`config.mk`:
```
export PLATFORM = sky130hd
export DESIGN_NAME = overlay_mac_sequencer_flat
export DESIGN_NICKNAME = d
export VERILOG_FILES = /design/src/rtl/overlay_mac_sequencer_if.sv /design/src/rtl/overlay_mac_sequencer.sv /design/src/flat_wrapper.sv
export SDC_FILE = /design/constraint.sdc
export NUM_CORES = 1
export LEC_CHECK = 0
export ABC_AREA = 1
export BUFFER_PORTS_ARGS = -buffer_cell sky130_fd_sc_hd__buf_4
export CORE_ASPECT_RATIO = 0.7
export CORE_MARGIN = 2
export CORE_UTILIZATION = 30
export CTS_BUF_LIST = sky130_fd_sc_hd__clkbuf_2 sky130_fd_sc_hd__clkbuf_4 sky130_fd_sc_hd__clkbuf_8
export DETAILED_ROUTE_END_ITERATION = 12
export PLACE_DENSITY = 0.62
export SLEW_MARGIN = 20
export SYNTH_ARGS = -nofsm -noshare
export SYNTH_HDL_FRONTEND = slang
export SYNTH_SLANG_ARGS = --single-unit
```
`constraint.sdc`:
```
create_clock -name clk -period 2.8 [get_ports clk]
set_clock_uncertainty 0.05 [all_clocks]
set_input_delay 0.42 -clock clk [delete_from_list [all_inputs] [get_ports clk]]
set_output_delay 0.42 -clock clk [all_outputs]
set_load 0.005 [all_outputs]
```
`src/rtl/overlay_mac_sequencer_if.sv`:
```
// ---------------------------------------------------------------------------
// overlay_mac_sequencer_if
// Connection bundle between the MAC job sequencer and one overlay instance.
//   ov_mode, ov_a_sign, ov_b_sign : overlay configuration, held for a whole job
//   ov_a, ov_b                    : operand pair presented to the multiplier
//   ov_result_2                   : ALU X input (bias on the first product, S_reg after)
//   ov_cin                        : ALU carry-in, tied low
//   ov_s_reg, ov_carry_reg        : accumulator and lane carries returned by the overlay
// master = sequencer side, slave = overlay side.
// ---------------------------------------------------------------------------
interface overlay_mac_sequencer_if;
    logic        ov_mode;
    logic        ov_a_sign;
    logic        ov_b_sign;
    logic [31:0] ov_a;
    logic [31:0] ov_b;
    logic [31:0] ov_result_2;
    logic        ov_cin;
    logic [31:0] ov_s_reg;
    logic [1:0]  ov_carry_reg;

    modport master (
        output ov_mode, ov_a_sign, ov_b_sign, ov_a, ov_b, ov_result_2, ov_cin,
        input  ov_s_reg, ov_carry_reg
    );

    modport slave (
        input  ov_mode, ov_a_sign, ov_b_sign, ov_a, ov_b, ov_result_2, ov_cin,
        output ov_s_reg, ov_carry_reg
    );
endinterface

```
`src/rtl/overlay_mac_sequencer.sv`:
```
// ---------------------------------------------------------------------------
// overlay_mac_sequencer
// Job controller for the 2x2-chunk 16x16 overlay MAC. Streams (a,b) pairs into
// the overlay one per cycle and produces one dot-product per job by steering
// S_reg back onto the ALU X input, with the job bias substituted for the first
// product.
// Ports:
//   clk, reset            : clock (rising edge), asynchronous active-low reset
//   start, cfg_*          : job request and configuration (sampled in IDLE only)
//   abort                 : synchronous job cancel
//   in_valid/in_ready     : operand pair handshake, in_a/in_b operands
//   ov                    : overlay connection (master side)
//   busy                  : a job is in progress
//   res_valid/data/carry  : one-cycle result pulse, data/carry held afterwards
// ---------------------------------------------------------------------------
module overlay_mac_sequencer #(
    parameter int LEN_W   = 16,
    parameter int ALU_LAT = 2
) (
    input  logic                 clk,
    input  logic                 reset,
    input  logic                 start,
    input  logic [LEN_W-1:0]     cfg_len,
    input  logic                 cfg_mode,
    input  logic                 cfg_a_sign,
    input  logic                 cfg_b_sign,
    input  logic [31:0]          cfg_bias,
    input  logic                 abort,
    input  logic                 in_valid,
    input  logic [31:0]          in_a,
    input  logic [31:0]          in_b,
    output logic                 in_ready,
    overlay_mac_sequencer_if.master ov,
    output logic                 busy,
    output logic                 res_valid,
    output logic [31:0]          res_data,
    output logic [1:0]           res_carry
);

    typedef enum logic [1:0] {
        ST_IDLE  = 2'd0,
        ST_RUN   = 2'd1,
        ST_DRAIN = 2'd2
    } state_t;

    // Tag travelling alongside each issued pair until it reaches the ALU.
    typedef struct packed {
        logic vld;
        logic first;
        logic last;
    } tag_t;

    state_t           state_r, state_next_s;
    logic [LEN_W-1:0] remaining_r, remaining_next_s;
    logic             first_pend_r, first_pend_next_s;
    tag_t             tag_r [0:ALU_LAT];
    tag_t             alu_tag_s;
    tag_t             issue_tag_s;
    logic             retire_r;
    logic [31:0]      issue_a_s, issue_b_s;
    logic             load_cfg_s, clear_s, res_fire_s;
    logic [31:0]      ov_a_r, ov_b_r, bias_r;
    logic             mode_r, a_sign_r, b_sign_r;
    logic             res_valid_r;
    logic [31:0]      res_data_r;
    logic [1:0]       res_carry_r;

    assign alu_tag_s = tag_r[ALU_LAT];

    // Next-state, issue and bookkeeping decisions for the job FSM.
    always_comb begin
        state_next_s      = state_r;
        remaining_next_s  = remaining_r;
        first_pend_next_s = first_pend_r;
        issue_a_s         = 32'd0;
        issue_b_s         = 32'd0;
        issue_tag_s       = '0;
        load_cfg_s        = 1'b0;
        clear_s           = 1'b0;
        res_fire_s        = 1'b0;
        case (state_r)
            ST_IDLE: begin
                if (start && !abort) begin
                    load_cfg_s = 1'b1;
                    if (cfg_len == {LEN_W{1'b0}}) begin
                        // Empty job: one internal zero pair carries the bias through.
                        issue_tag_s      = '{vld: 1'b1, first: 1'b1, last: 1'b1};
                        remaining_next_s = {LEN_W{1'b0}};
                        state_next_s     = ST_DRAIN;
                    end else begin
                        remaining_next_s  = cfg_len;
                        first_pend_next_s = 1'b1;
                        state_next_s      = ST_RUN;
                    end
                end else begin
                    state_next_s = ST_IDLE;
                end
            end
            ST_RUN: begin
                if (abort) begin
                    clear_s      = 1'b1;
                    state_next_s = ST_IDLE;
                end else if (in_valid) begin
                    issue_a_s         = in_a;
                    issue_b_s         = in_b;
                    issue_tag_s       = '{vld: 1'b1, first: first_pend_r,
                                          last: (remaining_r == LEN_W'(1))};
                    first_pend_next_s = 1'b0;
                    remaining_next_s  = remaining_r - LEN_W'(1);
                    if (remaining_r == LEN_W'(1)) begin
                        state_next_s = ST_DRAIN;
                    end else begin
                        state_next_s = ST_RUN;
                    end
                end else begin
                    state_next_s = ST_RUN;
                end
            end
            ST_DRAIN: begin
                if (abort) begin
                    clear_s      = 1'b1;
                    state_next_s = ST_IDLE;
                end else if (retire_r) begin
                    res_fire_s   = 1'b1;
                    state_next_s = ST_IDLE;
                end else begin
                    state_next_s = ST_DRAIN;
                end
            end
            default: begin
                clear_s      = 1'b1;
                state_next_s = ST_IDLE;
            end
        endcase
    end

    // FSM state and job counters.
    always_ff @(posedge clk or negedge reset) begin
        if (!reset) begin
            state_r      <= ST_IDLE;
            remaining_r  <= {LEN_W{1'b0}};
            first_pend_r <= 1'b0;
        end else if (clear_s) begin
            state_r      <= state_next_s;
            remaining_r  <= {LEN_W{1'b0}};
            first_pend_r <= 1'b0;
        end else begin
            state_r      <= state_next_s;
            remaining_r  <= remaining_next_s;
            first_pend_r <= first_pend_next_s;
        end
    end

    // Operand registers and tag pipeline; bubbles and cancels push zeros.
    always_ff @(posedge clk or negedge reset) begin
        if (!reset) begin
            ov_a_r   <= 32'd0;
            ov_b_r   <= 32'd0;
            retire_r <= 1'b0;
            for (int i = 0; i <= ALU_LAT; i++) begin
                tag_r[i] <= '0;
            end
        end else if (clear_s) begin
            ov_a_r   <= 32'd0;
            ov_b_r   <= 32'd0;
            retire_r <= 1'b0;
            for (int i = 0; i <= ALU_LAT; i++) begin
                tag_r[i] <= '0;
            end
        end else begin
            ov_a_r   <= issue_a_s;
            ov_b_r   <= issue_b_s;
            tag_r[0] <= issue_tag_s;
            for (int i = 1; i <= ALU_LAT; i++) begin
                tag_r[i] <= tag_r[i-1];
            end
            // Last product is leaving the ALU; S_reg is final one edge later.
            retire_r <= alu_tag_s.vld & alu_tag_s.last;
        end
    end

    // Job configuration, captured only when a job is accepted.
    always_ff @(posedge clk or negedge reset) begin
        if (!reset) begin
            mode_r   <= 1'b0;
            a_sign_r <= 1'b0;
            b_sign_r <= 1'b0;
            bias_r   <= 32'd0;
        end else if (load_cfg_s) begin
            mode_r   <= cfg_mode;
            a_sign_r <= cfg_a_sign;
            b_sign_r <= cfg_b_sign;
            bias_r   <= cfg_bias;
        end
    end

    // Result capture; data and carry hold until the next completed job.
    always_ff @(posedge clk or negedge reset) begin
        if (!reset) begin
            res_valid_r <= 1'b0;
            res_data_r  <= 32'd0;
            res_carry_r <= 2'd0;
        end else begin
            res_valid_r <= res_fire_s;
            if (res_fire_s) begin
                res_data_r  <= ov.ov_s_reg;
                res_carry_r <= ov.ov_carry_reg;
            end
        end
    end

    assign ov.ov_a      = ov_a_r;
    assign ov.ov_b      = ov_b_r;
    assign ov.ov_mode   = mode_r;
    assign ov.ov_a_sign = a_sign_r;
    assign ov.ov_b_sign = b_sign_r;
    assign ov.ov_cin    = 1'b0;
    // First product of the job adds onto the bias, every later one onto S_reg.
    assign ov.ov_result_2 = (alu_tag_s.vld && alu_tag_s.first) ? bias_r : ov.ov_s_reg;

    assign in_ready  = (state_r == ST_RUN);
    assign busy      = (state_r != ST_IDLE);
    assign res_valid = res_valid_r;
    assign res_data  = res_data_r;
    assign res_carry = res_carry_r;

endmodule
```
`src/flat_wrapper.sv`:
```
// flat-port wrapper written by rule: the top's interface ports become plain ports
module overlay_mac_sequencer_flat 
#(
    parameter int LEN_W   = 16,
    parameter int ALU_LAT = 2
)
  (clk, reset, start, cfg_len, cfg_mode, cfg_a_sign, cfg_b_sign, cfg_bias, abort, in_valid, in_a, in_b, in_ready, busy, res_valid, res_data, res_carry, ov_ov_mode, ov_ov_a_sign, ov_ov_b_sign, ov_ov_a, ov_ov_b, ov_ov_result_2, ov_ov_cin, ov_ov_s_reg, ov_ov_carry_reg);
  overlay_mac_sequencer_if ov_i ();
  input  logic clk;
  input  logic reset;
  input  logic start;
  input  logic [LEN_W-1:0] cfg_len;
  input  logic cfg_mode;
  input  logic cfg_a_sign;
  input  logic cfg_b_sign;
  input  logic [31:0] cfg_bias;
  input  logic abort;
  input  logic in_valid;
  input  logic [31:0] in_a;
  input  logic [31:0] in_b;
  output logic in_ready;
  output logic busy;
  output logic res_valid;
  output logic [31:0] res_data;
  output logic [1:0] res_carry;
  output wire logic [$bits(ov_i.ov_mode)-1:0] ov_ov_mode;
  output wire logic [$bits(ov_i.ov_a_sign)-1:0] ov_ov_a_sign;
  output wire logic [$bits(ov_i.ov_b_sign)-1:0] ov_ov_b_sign;
  output wire logic [$bits(ov_i.ov_a)-1:0] ov_ov_a;
  output wire logic [$bits(ov_i.ov_b)-1:0] ov_ov_b;
  output wire logic [$bits(ov_i.ov_result_2)-1:0] ov_ov_result_2;
  output wire logic [$bits(ov_i.ov_cin)-1:0] ov_ov_cin;
  input wire logic [$bits(ov_i.ov_s_reg)-1:0] ov_ov_s_reg;
  input wire logic [$bits(ov_i.ov_carry_reg)-1:0] ov_ov_carry_reg;
  assign ov_ov_mode = ov_i.ov_mode;
  assign ov_ov_a_sign = ov_i.ov_a_sign;
  assign ov_ov_b_sign = ov_i.ov_b_sign;
  assign ov_ov_a = ov_i.ov_a;
  assign ov_ov_b = ov_i.ov_b;
  assign ov_ov_result_2 = ov_i.ov_result_2;
  assign ov_ov_cin = ov_i.ov_cin;
  assign ov_i.ov_s_reg = ov_ov_s_reg;
  assign ov_i.ov_carry_reg = ov_ov_carry_reg;
  overlay_mac_sequencer #(.LEN_W(LEN_W), .ALU_LAT(ALU_LAT)) u_core (.clk(clk), .reset(reset), .start(start), .cfg_len(cfg_len), .cfg_mode(cfg_mode), .cfg_a_sign(cfg_a_sign), .cfg_b_sign(cfg_b_sign), .cfg_bias(cfg_bias), .abort(abort), .in_valid(in_valid), .in_a(in_a), .in_b(in_b), .in_ready(in_ready), .ov(ov_i), .busy(busy), .res_valid(res_valid), .res_data(res_data), .res_carry(res_carry));
endmodule
```
==> out/qor.yml <==
yosys_register_bits: 163
mostFrequentLayoutCells: "297 x nand2_1, 297 x buf_4, 163 x dfrtp_1"
post_cts_resized: 0
cts.clk_slew.worst_paths_ns: 0.09
fillers: 2281
fmax_mhz: 456.6
die-width_um: 186.6
clock-sinks: 163
antenna_found_initial: 0
synth_cells: 860
io_buffers: 289
cp.required_ns: 2.33
setup_violations: 0
cts_buffers: 17
dr_total_vias: 6307
dp_cells: 1433
worstReg2RegStart: "u_core.state_r[0]"
die_area_mm2: 0.02460
yosys_warnings: 0
cts_setup_buffers: 0
drc: 0
cts.htree.levels: 4
wl_mm: 20.48
grt_overflow_total: 0
syn_nets: 1020
power_density_mw_per_mm2: 570.6
use_met2: 0.2487
critPathLaunch: "u_core.alu_tag_s[2]"
rows: 46
hpwl_mm: 15.09
dp_slack_ns: 0.7363
fin_setup_tns_ns: 0
diodes: 0
die_y_um: 131.8
endpoint_kind: "output port"
clock_latency_ns: 0.47
reg2reg_to: "u_core.ov.ov_b[23]"
fin_ws_ns: 0.6098
slew_violations: 0
synth_top_area_share: 0.5825
grt_max_degree: 72
num_io_pins: 291
worstSetupEndpoint: "ov_ov_result_2[12]"
busiest_layer: "met2"
drv_cap: 0
power_leakage_nw: 5.479
fin_nets: 1301
startpoint_type: "register"
grt_use_total: 0.1670
core_mm2: 0.02279
grt_pass1_wl_mm: 32.49
path_class: "reg -> out"
syn2layout_area_growth_pct: 41.58
yosysTopAreaCell: "dfrtp_1"
worst-slew-pin-transition_ns: 0.6932
finalHoldViolations: 0
ys_types: 24
ys_top_cells_by_area: "dfrtp_1 58%, nand2_1 16%, nor2_1 8.2%, inv_1 3.9%, a21oi_1 3.0%"
start_util: 0.3073
met3_usage: 0.07559
period_needed_ns: 2.190
layoutNonFillerInstCount: 1464
drtIter0Drc: 301
tritoncts: "yes"
drtPass1Iterations: 5
drive_above_1_share: 0.2995
max-vdd-ir-drop_uv: 302.8
use_met1: 0.2185
cts_buffer_depth: 2
arrival_ns: 1.72
grt_pass1_vias: 6114
slew_headroom: 0.5378
finalCritPeriodShare: 0.7822
rrSetupSlack_ns: 0.73
holdBufCountCts: 1
reg2regPathDepth: 5
ant_nets: 0
ys_seq_area_frac: 0.5825
routabilityCongestion: 0.8389
rsz0062_at_grt: "no"
path_max_fanout: 40
cts_root_buf: "clkbuf_8"
synth.avg_cell_area_um2: 8.143
viasPerCell: 4.308
netlist_area_mm2: 0.007003
outcome: "complete, no violations"
hold_path.class: "in -> reg"
wl_per_cell_um: 13.99
-- critical path, cell delays in order (launching register included) --
cell and delay [ns]:
dfrtp_1 0.39, nand2_2 0.08, buf_4 0.36, nor2_1 0.07, a21oi_1 0.19, buf_4 0.15
-- area by class of cell --
class	instances	area, µm²	area share
Timing Repair Buffer	302	2311	0.2331
Sequential cell	163	4079	0.4114
Clock inverter	10	136.4	0.01376
Tap cell	312	390.4	0.03937
Clock buffer	20	256.5	0.02587
Multi-Input combinational cell	580	2452	0.2473
Inverter	77	289.0	0.02915
-- per-layer routing --
| layer | share of wire | vias up |
|---|---|---|
| li1 | - | 3173 |
| met1 | 0.45 | 2852 |
| met2 | 0.43 | 263 |
| met3 | 0.11 | 19 |
| met4 | 0.012 | 0 |
| met5 | 0 | - |
-- logic make-up after synthesis --
| family | Yosys count | synth area share |
|---|---|---|
| AO/OA/AOI/OAI | 94 | 0.07022 |
| other | 1 | 0.0005355 |
| AND/OR/NAND/NOR | 479 | 0.2651 |
| buffers and inverters | 117 | 0.07093 |
| adder cells (fa/ha/maj) | 6 | 0.01072 |
| flip-flops | 163 | 0.5825 |
-- worst min-delay path by stage --
stage	startpoint	to	depth (start not counted)
after global placement	reset	u_core.remaining_r[8]	1
final	cfg_bias[7]	u_core.bias_r[7]	3
after floorplan	reset	u_core.alu_tag_s[0]	0
after detailed placement	reset	u_core.remaining_r[8]	1
after global routing	cfg_bias[7]	u_core.bias_r[7]	3
after CTS	cfg_bias[7]	u_core.bias_r[7]	3
-- power by group --
| part | switching [mW] | leakage, nW | internal, mW | total (mW) |
|---|---|---|---|---|
| logic | 0.720 | 3.08 | 0.485 | 1.20 |
| registers | 0.150 | 2.20 | 2.55 | 2.70 |
| clock network | 0.855 | 0.195 | 0.896 | 1.75 |
| total | 1.72 | 5.48 | 3.93 | 5.66 |
-- cell usage after synthesis (all sizes together) --
cell type and count:
nand2 298, nor2 156, nand3 22, inv 77, o211ai 3, dfrtp 163
o21ai 45, buf 20, conb 1, ha 6, o22ai 2, nor3 1
clkbuf 20, a21oi 44, nand3b 2
-- sequential cells by signal (all words and copies together), names as in the netlist --
register             flops
u_core.ov.ov_b_sign      1
u_core.res_data         32
u_core.first_pend_r      1
u_core.ov.ov_a_sign      1
u_core.res_valid         1
u_core.alu_tag_s         3
u_core.ov.ov_a          32
u_core.bias_r           32
u_core.ov.ov_mode        1
u_core.retire_r          1
u_core.remaining_r      16
u_core.res_carry         2
u_core.ov.ov_b          32
u_core.state_r           2
u_core.tag_r             6
-- metrics by stage --
step	utilization	hold slack (ns)	area (µm²)	total power [mW]
after CTS	0.4350	0.04816	9915	5.735
after detailed placement	0.4173	0.3412	9512	3.949
final	0.4350	0.1030	9915	5.657
after floorplan	-	0.07441	7003	3.418
after global placement	0.4173	0.3397	9512	3.928
after global routing	0.4350	0.05115	9915	6.022
(Power assumes the default switching activity.)
